**config.mk**
```make
export PLATFORM = sky130hd
export DESIGN_NAME = div_arbiter
export DESIGN_NICKNAME = d
export VERILOG_FILES = /design/src/rtl/div_arb_pkg.sv /design/src/rtl/rr_arbiter.sv /design/src/rtl/div_arbiter.sv
export SDC_FILE = /design/constraint.sdc
export NUM_CORES = 1
export LEC_CHECK = 0
export ABC_CLOCK_PERIOD_IN_PS = 4600
export BUFFER_PORTS_ARGS = -buffer_cell sky130_fd_sc_hd__buf_4
export CAP_MARGIN = 20
export CORE_MARGIN = 8
export CORE_UTILIZATION = 55
export DETAILED_ROUTE_END_ITERATION = 8
export PLACE_DENSITY = 0.95
export RECOVER_POWER = 25
export SLEW_MARGIN = 15
export SYNTH_ARGS = -nofsm -noshare
export SYNTH_HDL_FRONTEND = slang
export SYNTH_SLANG_ARGS = --single-unit
```
**constraint.sdc**
```tcl
create_clock -name clk -period 4.6 [get_ports clk]
set_clock_uncertainty 0.2 [all_clocks]
set_input_delay 0.92 -clock clk [delete_from_list [all_inputs] [get_ports clk]]
set_output_delay 0.92 -clock clk [all_outputs]
set_load 0.005 [all_outputs]
```
**src/rtl/div_arb_pkg.sv**
```systemverilog
// Shared types and constants for the divider arbiter.
package div_arb_pkg;

  localparam int unsigned DEFAULT_DATA_W = 4;

  // Error codes reported on err_out
  localparam logic [1:0] ERR_NONE    = 2'd0;
  localparam logic [1:0] ERR_DIV0    = 2'd1;
  localparam logic [1:0] ERR_TIMEOUT = 2'd2;

  typedef enum logic [3:0] {
    StIdle,
    StSendA,
    StGapA,
    StSendB,
    StGapB,
    StWait,
    StSample,
    StResp,
    StAbort
  } state_e;

endpackage

```
**src/rtl/rr_arbiter.sv**
```systemverilog
// Combinational round-robin picker: first set request after ptr, with wrap.
module rr_arbiter #(
  parameter int unsigned N    = 4,
  parameter int unsigned PtrW = 2
) (
  input  logic [N-1:0]    req,
  input  logic [PtrW-1:0] ptr,
  output logic [N-1:0]    grant,
  output logic            valid
);

  // Scan ptr+1 .. ptr+N (mod N); the first hit wins.
  always_comb begin
    int unsigned     sum;
    logic [PtrW-1:0] idx;
    grant = '0;
    valid = 1'b0;
    sum   = 0;
    idx   = '0;
    for (int unsigned k = 1; k <= N; k++) begin
      sum = 32'(ptr) + k;
      if (sum >= N) sum = sum - N;
      idx = PtrW'(sum);
      if (!valid && req[idx]) begin
        grant[idx] = 1'b1;
        valid      = 1'b1;
      end
    end
  end

endmodule

```
**src/rtl/div_arbiter.sv**
```systemverilog
// Shares one two-pulse signed divider among N requesters, round-robin,
// with a watchdog that resets the divider if it never answers.
module div_arbiter
  import div_arb_pkg::*;
#(
  parameter int unsigned N       = 4,
  parameter int unsigned DATA_W  = DEFAULT_DATA_W,
  parameter int unsigned TIMEOUT = 64
) (
  input  logic                clk,
  input  logic                reset,
  input  logic [N-1:0]        req,
  input  logic [N*DATA_W-1:0] a_in,
  input  logic [N*DATA_W-1:0] b_in,
  output logic [N-1:0]        ack,
  output logic [N-1:0]        done,
  output logic [DATA_W-1:0]   res_out,
  output logic [1:0]          err_out,
  output logic                div_reset,
  output logic                div_valid_in,
  output logic [DATA_W-1:0]   div_d_in,
  input  logic                div_valid_out,
  input  logic [DATA_W-1:0]   div_d_out,
  input  logic                div_error_out
);

  localparam int unsigned PtrW = $clog2(N);
  localparam int unsigned CntW = $clog2(TIMEOUT + 1);

  state_e            state_q;
  logic [PtrW-1:0]   ptr_q;
  logic [N-1:0]      gnt_q;
  logic [DATA_W-1:0] b_q;
  logic [CntW-1:0]   wdog_q;

  logic [N-1:0]      pick_gnt;
  logic              pick_vld;
  logic [PtrW-1:0]   pick_idx;
  logic [DATA_W-1:0] pick_a;
  logic [DATA_W-1:0] pick_b;

  rr_arbiter #(
    .N    (N),
    .PtrW (PtrW)
  ) u_rr (
    .req   (req),
    .ptr   (ptr_q),
    .grant (pick_gnt),
    .valid (pick_vld)
  );

  // Decode the one-hot pick into an index and the chosen operand pair.
  always_comb begin
    pick_idx = '0;
    pick_a   = '0;
    pick_b   = '0;
    for (int unsigned i = 0; i < N; i++) begin
      if (pick_gnt[i]) begin
        pick_idx = PtrW'(i);
        pick_a   = a_in[i*DATA_W +: DATA_W];
        pick_b   = b_in[i*DATA_W +: DATA_W];
      end
    end
  end

  // Sequencer FSM; every output is set on the transition into its state.
  always_ff @(posedge clk) begin
    if (!reset) begin
      state_q      <= StIdle;
      ptr_q        <= PtrW'(N - 1);
      gnt_q        <= '0;
      b_q          <= '0;
      wdog_q       <= '0;
      ack          <= '0;
      done         <= '0;
      res_out      <= '0;
      err_out      <= ERR_NONE;
      div_reset    <= 1'b1;
      div_valid_in <= 1'b0;
      div_d_in     <= '0;
    end else begin
      ack          <= '0;
      done         <= '0;
      div_valid_in <= 1'b0;
      div_reset    <= 1'b0;
      unique case (state_q)
        StIdle: begin
          if (pick_vld) begin
            gnt_q        <= pick_gnt;
            ptr_q        <= pick_idx;
            b_q          <= pick_b;
            ack          <= pick_gnt;
            div_valid_in <= 1'b1;
            div_d_in     <= pick_a;
            state_q      <= StSendA;
          end
        end
        StSendA: state_q <= StGapA;
        StGapA: begin
          div_valid_in <= 1'b1;
          div_d_in     <= b_q;
          state_q      <= StSendB;
        end
        StSendB: state_q <= StGapB;
        StGapB: begin
          wdog_q  <= '0;
          state_q <= StWait;
        end
        StWait: begin
          // A divider answer wins over a watchdog expiry in the same cycle
          if (div_valid_out) begin
            state_q <= StSample;
          end else if (wdog_q == CntW'(TIMEOUT - 1)) begin
            wdog_q    <= '0;
            div_reset <= 1'b1;
            state_q   <= StAbort;
          end else begin
            wdog_q <= wdog_q + 1'b1;
          end
        end
        StSample: begin
          done <= gnt_q;
          if (div_error_out) begin
            res_out <= '0;
            err_out <= ERR_DIV0;
          end else begin
            res_out <= div_d_out;
            err_out <= ERR_NONE;
          end
          state_q <= StResp;
        end
        StResp: state_q <= StIdle;
        StAbort: begin
          // Hold the divider in reset for two cycles, then report the timeout
          if (wdog_q == CntW'(1)) begin
            done    <= gnt_q;
            res_out <= '0;
            err_out <= ERR_TIMEOUT;
            state_q <= StResp;
          end else begin
            div_reset <= 1'b1;
            wdog_q    <= wdog_q + 1'b1;
          end
        end
        default: state_q <= StIdle;
      endcase
    end
  end

endmodule

```
==> flow_summary_export.csv, run 1 <==
group,metric,value,unit
status,outcome,"complete, no violations",
synth,number_of_enable_flip_flop_cells_after_synthesis,0,
synth,avgSynthCellArea,8.09,um^2
grt,grt_remaining_overflow,0,
placement,detailed_place_hpwl,5140,um
clock_network,cts-htree-levels,2,
worst_setup_path,timing.critical_path.arrival,3.99,ns
floorplanning,placeableCoreArea,4260,um^2
timing,hold_viol,0,
clock_network,numCtsBuffers,5,
worst_setup_path,critPathMaxStageDelay,0.65,ns
worst_setup_path,crit_path_max_fanout,17,
final_layout,final_cell_area,2950,um^2
timing,finalSetupViolCount,0,
grt,maximum_number_of_pins_on_one_net_before_global_route_repair,26,
synth,synth.cell_area,2380,um^2
route,route.detailed.vias_per_inst,6.29,
synth,synth_fp_nets,348,
worst_setup_path,worstPathCellList,"inv_1 > ha_1 > mux2i_1 > o22ai_1 > a211oi_1 > a2bb2oi_2 > nand3_1 > nor4b_1 > or3_1",
timing,max_clock_freq,0.254,GHz
final_layout,layout_commonest_cell,"buf_4",
timing,finalWorstPathRequiredPeriod,3.93,ns
floorplanning,boundaryPins,64,
grt,grt_usage,20.3,%
clock_network,clkSinkCount,41,
clock_network,cts.reportedPaths.clkPinSlew,0.08,ns
floorplanning,dieHeight,81.7,um
route,firstDrtPassIters,5,
clock_network,cts_root_buffer,"clkbuf_8",
floorplanning,dieArea,6680,um^2
clock_network,tritoncts_clock_tree,"yes",
final_layout,fillCellCount,331,
worst_setup_path,timing.critical_path.from_type,"flip-flop",
route,detailroute.via_count,2527,
synth,yosysSeqAreaShare,34.5,%
worst_setup_path,regToRegStartpoint,"ptr_q[0]",
synth,synth_seq_cells,41,
synth,flip_flop_cell_with_the_highest_count_after_synthesis,"dfxtp_1",
final_layout,finalNetCount,403,
synth,post_synth_main_area_contributors,"dfxtp_1 35%, ha_1 5.3%, nor2_1 5.2%",
power,worst_ir_drop_vdd,0.000278,V
grt,grt_pass1_vias,2321,
route,drt_iter0_drc,308,
final_layout,multi_input_area,1460,um^2
clock_network,postCtsResizedCells,0,
timing,maxSlewViolCount,0,
synth,ys_types,49,
placement,pre_cts_slack,0.902,ns
worst_setup_path,setup.worst_path.class,"reg2reg",
route,wl_per_cell,17.3,um
final_layout,post_layout_nonfiller_instances,402,
clock_network,clkLatencyLatePin,0.30,ns
worst_setup_path,critical_path.reg2reg.endpoint,"div_d_in[2]",
floorplanning,rows,24,
synth,postSynth.asyncResetShare,0,%
route,drc,0,
grt,grt_first_pass_wirelength,10800,um
final_layout,post_route_cells_drive_above_1_share,22.9,%
worst_setup_path,slowest_stage,"dfxtp_1",
floorplanning,effective_utilization_at_floorplan,55.8,%
placement,gpl.final_weighted_congestion,0.981,
clock_network,postCtsHoldBufs,0,
placement,detailed_place.area,2850,um^2
final_layout,area_delta_synth_final,24.2,%
timing,maxSlewHeadroom,32.1,%
route,antenna_left,0,
worst_setup_path,end_kind,"flip-flop",
final_layout,layout.cells.most_common_list,"48 x buf_4, 41 x dfxtp_1, 33 x nor2_1",
timing,timing_worst_slew_pin_value,1.02,ns
clock_network,cts_max_path_buffers,2,
min_path,holdPathEnd,"res_out[0]",
worst_setup_path,setup.reg_to_reg.worst_slack,0.67,ns
min_path,hold-path-cell-count,2,
route,wirelength,6970,um
min_path,holdCritPathClass,"reg2reg",
job,cap_viol_max_count,0,
worst_setup_path,rr_worst_depth,9,
synth,synthDominantAreaCellType,"dfxtp_1",
floorplanning,chipWidth,81.7,um
power,power.leakage,1.25,nW
clock_network,postCtsSetupBuffers,0,
timing,grt_setup_unrepaired,"false",
timing,accumulated_negative_setup_slack,0,ns
grt,grt_antenna_before_repair,0,
final_layout,seq_area,821,um^2
synth,fraction_of_post_synthesis_cell_area_in_the_top_cell_type_by_area,34.5,%
timing,setup_slack,0.667,ns
synth,synthesis.instances,294,
timing,timing.final.crit_share,85.5,%
worst_setup_path,critical_path_required,4.65,ns
placement,numPortBuffers,63,
min_path,holdCritStartpoint,"res_out[0]",
power,p_per_area,530,nW/um^2
placement,dp_cells,394,
synth,yosysWarningCount,0,
final_layout,diodes,0,
## state kept, by name (all words and copies together) (netlist names)
register      count
ack               4
b_q               4
div_d_in          4
div_reset         1
div_valid_in      1
done              4
err_out           2
gnt_q             4
ptr_q             2
res_out           4
state_q           4
wdog_q            7
## cell usage after synthesis (6+ instances only)
master    count
o22ai_1       7
a31oi_1      11
o21ai_0      24
ha_1         10
a21oi_1      19
and3_1        9
clkbuf_1      9
nand3_1      14
dfxtp_1      41
nor2_1       33
inv_1         8
a211oi_1      6
nand2_1      24
nand2b_1     12
## how the worst max path moves through the flow
stage | startpoint | endpoint
global route | ptr_q[0] | div_d_in[2]
finish | ptr_q[0] | div_d_in[2]
CTS | ptr_q[0] | div_d_in[2]
global placement | ptr_q[0] | div_d_in[3]
floorplan | req[2] | div_d_in[0]
detailed placement | ptr_q[0] | div_d_in[2]
## cells by family (layout without fill, tap and decap cells)
family          after synthesis  after routing  share of synthesized area [%]
fa+ha+maj                    10             10                           5.26
flops                        41             41                           34.5
xor+xnor                      6              6                           2.21
simple gates                121            121                           26.4
mux                           7              7                           3.89
compound gates               86             86                           23.5
buf+inv                      23             79                           4.21
## layout make-up
cell class,instances,area share [%]
Clock buffer,5,2.33
Clock inverter,3,1.57
Inverter,8,1.02
Multi-Input combinational cell,230,49.3
Sequential cell,41,27.8
Tap cell,52,2.20
Timing Repair Buffer,63,15.8
## layer usage
layer	vias up	wire (um)	global-route usage, %
met5	-	0	0
met2	163	3270	34.0
met4	0	277	10.2
li1	1179	-	-
met1	1155	2560	22.9
met3	30	869	6.13
## critical path: cells and delay by family (launching register included)
| kind | cells | cell delay [ns] |
|---|---|---|
| and+or+nand+nor | 3 | 0.85 |
| muxes | 1 | 0.37 |
| adders and majority gates | 1 | 0.43 |
| DFF | 1 | 0.65 |
| AOI/OAI and AO/OA | 3 | 1.09 |
| buffers and inverters | 1 | 0.28 |
## power by group
| group | total, mW | switching, mW | internal (mW) |
|---|---|---|---|
| sequential | 0.480 | 0.0612 | 0.418 |
| combinational | 0.787 | 0.482 | 0.305 |
| clock | 0.298 | 0.136 | 0.162 |
| total | 1.56 | 0.679 | 0.886 |
## metrics by stage
step                hold slack [ns]  utilization (%)  total power [mW]
finish                        0.273             69.2              1.56
floorplan                     0.253                -              1.05
global placement              0.259             66.7              1.21
global route                  0.302             69.2              1.65
detailed placement            0.260             66.7              1.25
CTS                           0.272             69.4              1.54
(Power assumes the default switching activity.)
==> inputs of run 2 (changes only) <==
Settings changed: CELL_PAD_IN_SITES_DETAIL_PLACEMENT set to 1, CELL_PAD_IN_SITES_GLOBAL_PLACEMENT set to 1, CORE_MARGIN 8 to 4, CORE_UTILIZATION 55 to 41.
==> flow_summary_export.csv, run 2 (synthesis results as in run 1) <==
group,metric,value,unit
clock_network,cts_root_buffer,"clkbuf_8",
worst_setup_path,timing.critical_path.from_type,"flip-flop",
power,p_per_area,513,nW/um^2
placement,dp_cells,414,
final_layout,post_layout_nonfiller_instances,422,
grt,grt_remaining_overflow,0,
worst_setup_path,setup.worst_path.class,"reg2reg",
timing,timing_worst_slew_pin_value,0.877,ns
final_layout,diodes,0,
floorplanning,rows,27,
placement,detailed_place_hpwl,5730,um
power,power.leakage,1.25,nW
grt,maximum_number_of_pins_on_one_net_before_global_route_repair,26,
grt,grt_antenna_before_repair,0,
timing,maxSlewViolCount,0,
route,antenna_left,0,
route,drc,0,
status,outcome,"complete, no violations",
clock_network,postCtsSetupBuffers,0,
clock_network,cts-htree-levels,2,
power,worst_ir_drop_vdd,0.000187,V
route,firstDrtPassIters,4,
final_layout,top_register,"wdog_q",
min_path,holdCritPathClass,"reg2reg",
clock_network,numCtsBuffers,5,
clock_network,clkSinkCount,41,
placement,gpl.final_weighted_congestion,0.846,
grt,grt_pass1_vias,2408,
route,route.detailed.vias_per_inst,5.69,
timing,finalWorstPathRequiredPeriod,3.79,ns
worst_setup_path,timing.critical_path.arrival,3.84,ns
timing,finalSetupViolCount,0,
floorplanning,dieArea,7080,um^2
route,wl_per_cell,17.4,um
route,wirelength,7340,um
final_layout,fillCellCount,693,
job,cap_viol_max_count,0,
timing,max_clock_freq,0.264,GHz
final_layout,layout_commonest_cell,"buf_4",
final_layout,layout.cells.most_common_list,"48 x buf_4, 41 x dfxtp_1, 33 x nor2_1",
timing,timing.final.crit_share,82.5,%
worst_setup_path,end_kind,"flip-flop",
clock_network,tritoncts_clock_tree,"yes",
clock_network,postCtsResizedCells,0,
timing,accumulated_negative_setup_slack,0,ns
clock_network,postCtsHoldBufs,0,
floorplanning,boundaryPins,64,
worst_setup_path,critical_path_required,4.64,ns
final_layout,largest_reg_flops,7,
clock_network,cts_max_path_buffers,2,
grt,grt_first_pass_wirelength,12300,um
placement,numPortBuffers,63,
floorplanning,placeableCoreArea,5570,um^2
floorplanning,effective_utilization_at_floorplan,42.6,%
grt,grt_usage,21.1,%
timing,whs,0.270,ns
worst_setup_path,crit_path_max_fanout,17,
clock_network,clkLatencyLatePin,0.29,ns
route,detailroute.via_count,2401,
timing,grt_setup_unrepaired,"false",
timing,maxSlewHeadroom,41.5,%
floorplanning,dieHeight,84.1,um
clock_network,cts.reportedPaths.clkPinSlew,0.08,ns
timing,hold_viol,0,
final_layout,area_delta_synth_final,24.5,%
final_layout,finalNetCount,403,
floorplanning,chipWidth,84.1,um
final_layout,post_route_cells_drive_above_1_share,22.9,%
route,drt_iter0_drc,125,
[run 2: cell count changes in the layout (fill, tap and decap cells not counted)]
cell        delta
bufinv_16      -1
clkbuf_8       +1
clkinv_2       +1
clkinvlp_4     -1
[run 2: worst paths after layout]
check             cells past startpoint  slack [ns]        from          end
setup reg to reg                      9        0.81    ptr_q[0]  div_d_in[2]
hold / removal                        2        0.27  res_out[0]   res_out[0]
hold reg to reg                       2        0.27  res_out[0]   res_out[0]
setup / recovery                      9        0.81    ptr_q[0]  div_d_in[2]
[run 2: final cells by class]
| cell class | instances | area, um^2 | share of cell area, % |
|---|---|---|---|
| sequential | 41 | 821 | 27.7 |
| multi-input combinational | 230 | 1460 | 49.2 |
| timing repair buffer | 63 | 465 | 15.7 |
| clock inverter | 2 | 13.8 | 0.465 |
| inverter | 8 | 30.0 | 1.01 |
| clock buffer | 6 | 82.6 | 2.79 |
| tap | 72 | 90.1 | 3.04 |
[run 2: per-layer routing]
layer / track usage, % / routed length, um / vias up
met4: 5.56 / 103 / 0
met5: 0 / 0 / -
met2: 35.8 / 3620 / 76
li1: - / - / 1185
met3: 4.51 / 429 / 11
met1: 27.2 / 3190 / 1129
[run 2: metrics by stage]
stage | setup WS (ns) | utilization (%) | area (um^2) | power [mW]
detailed placement | 0.863 | 51.5 | 2870 | 1.27
finish | 0.806 | 53.1 | 2960 | 1.52
global route | 0.541 | 53.1 | 2960 | 1.63
CTS | 0.835 | 53.2 | 2970 | 1.53
floorplan | 1.73 | - | 2380 | 1.05
global placement | 1.07 | 51.5 | 2870 | 1.24
[run 2: where the power goes]
part / internal (mW) / switching (mW)
Sequential: 0.419 / 0.0673
Combinational: 0.306 / 0.479
Clock: 0.122 / 0.126
Total: 0.846 / 0.672
[run 2: worst max-delay path, cell delays in order (launching register included)]
cell and delay [ns]:
dfxtp_1 0.68, inv_1 0.26, ha_1 0.42, mux2i_1 0.37
o22ai_1 0.15, a211oi_1 0.37, a2bb2oi_2 0.52, nand3_1 0.27
nor4b_1 0.35, or3_1 0.14
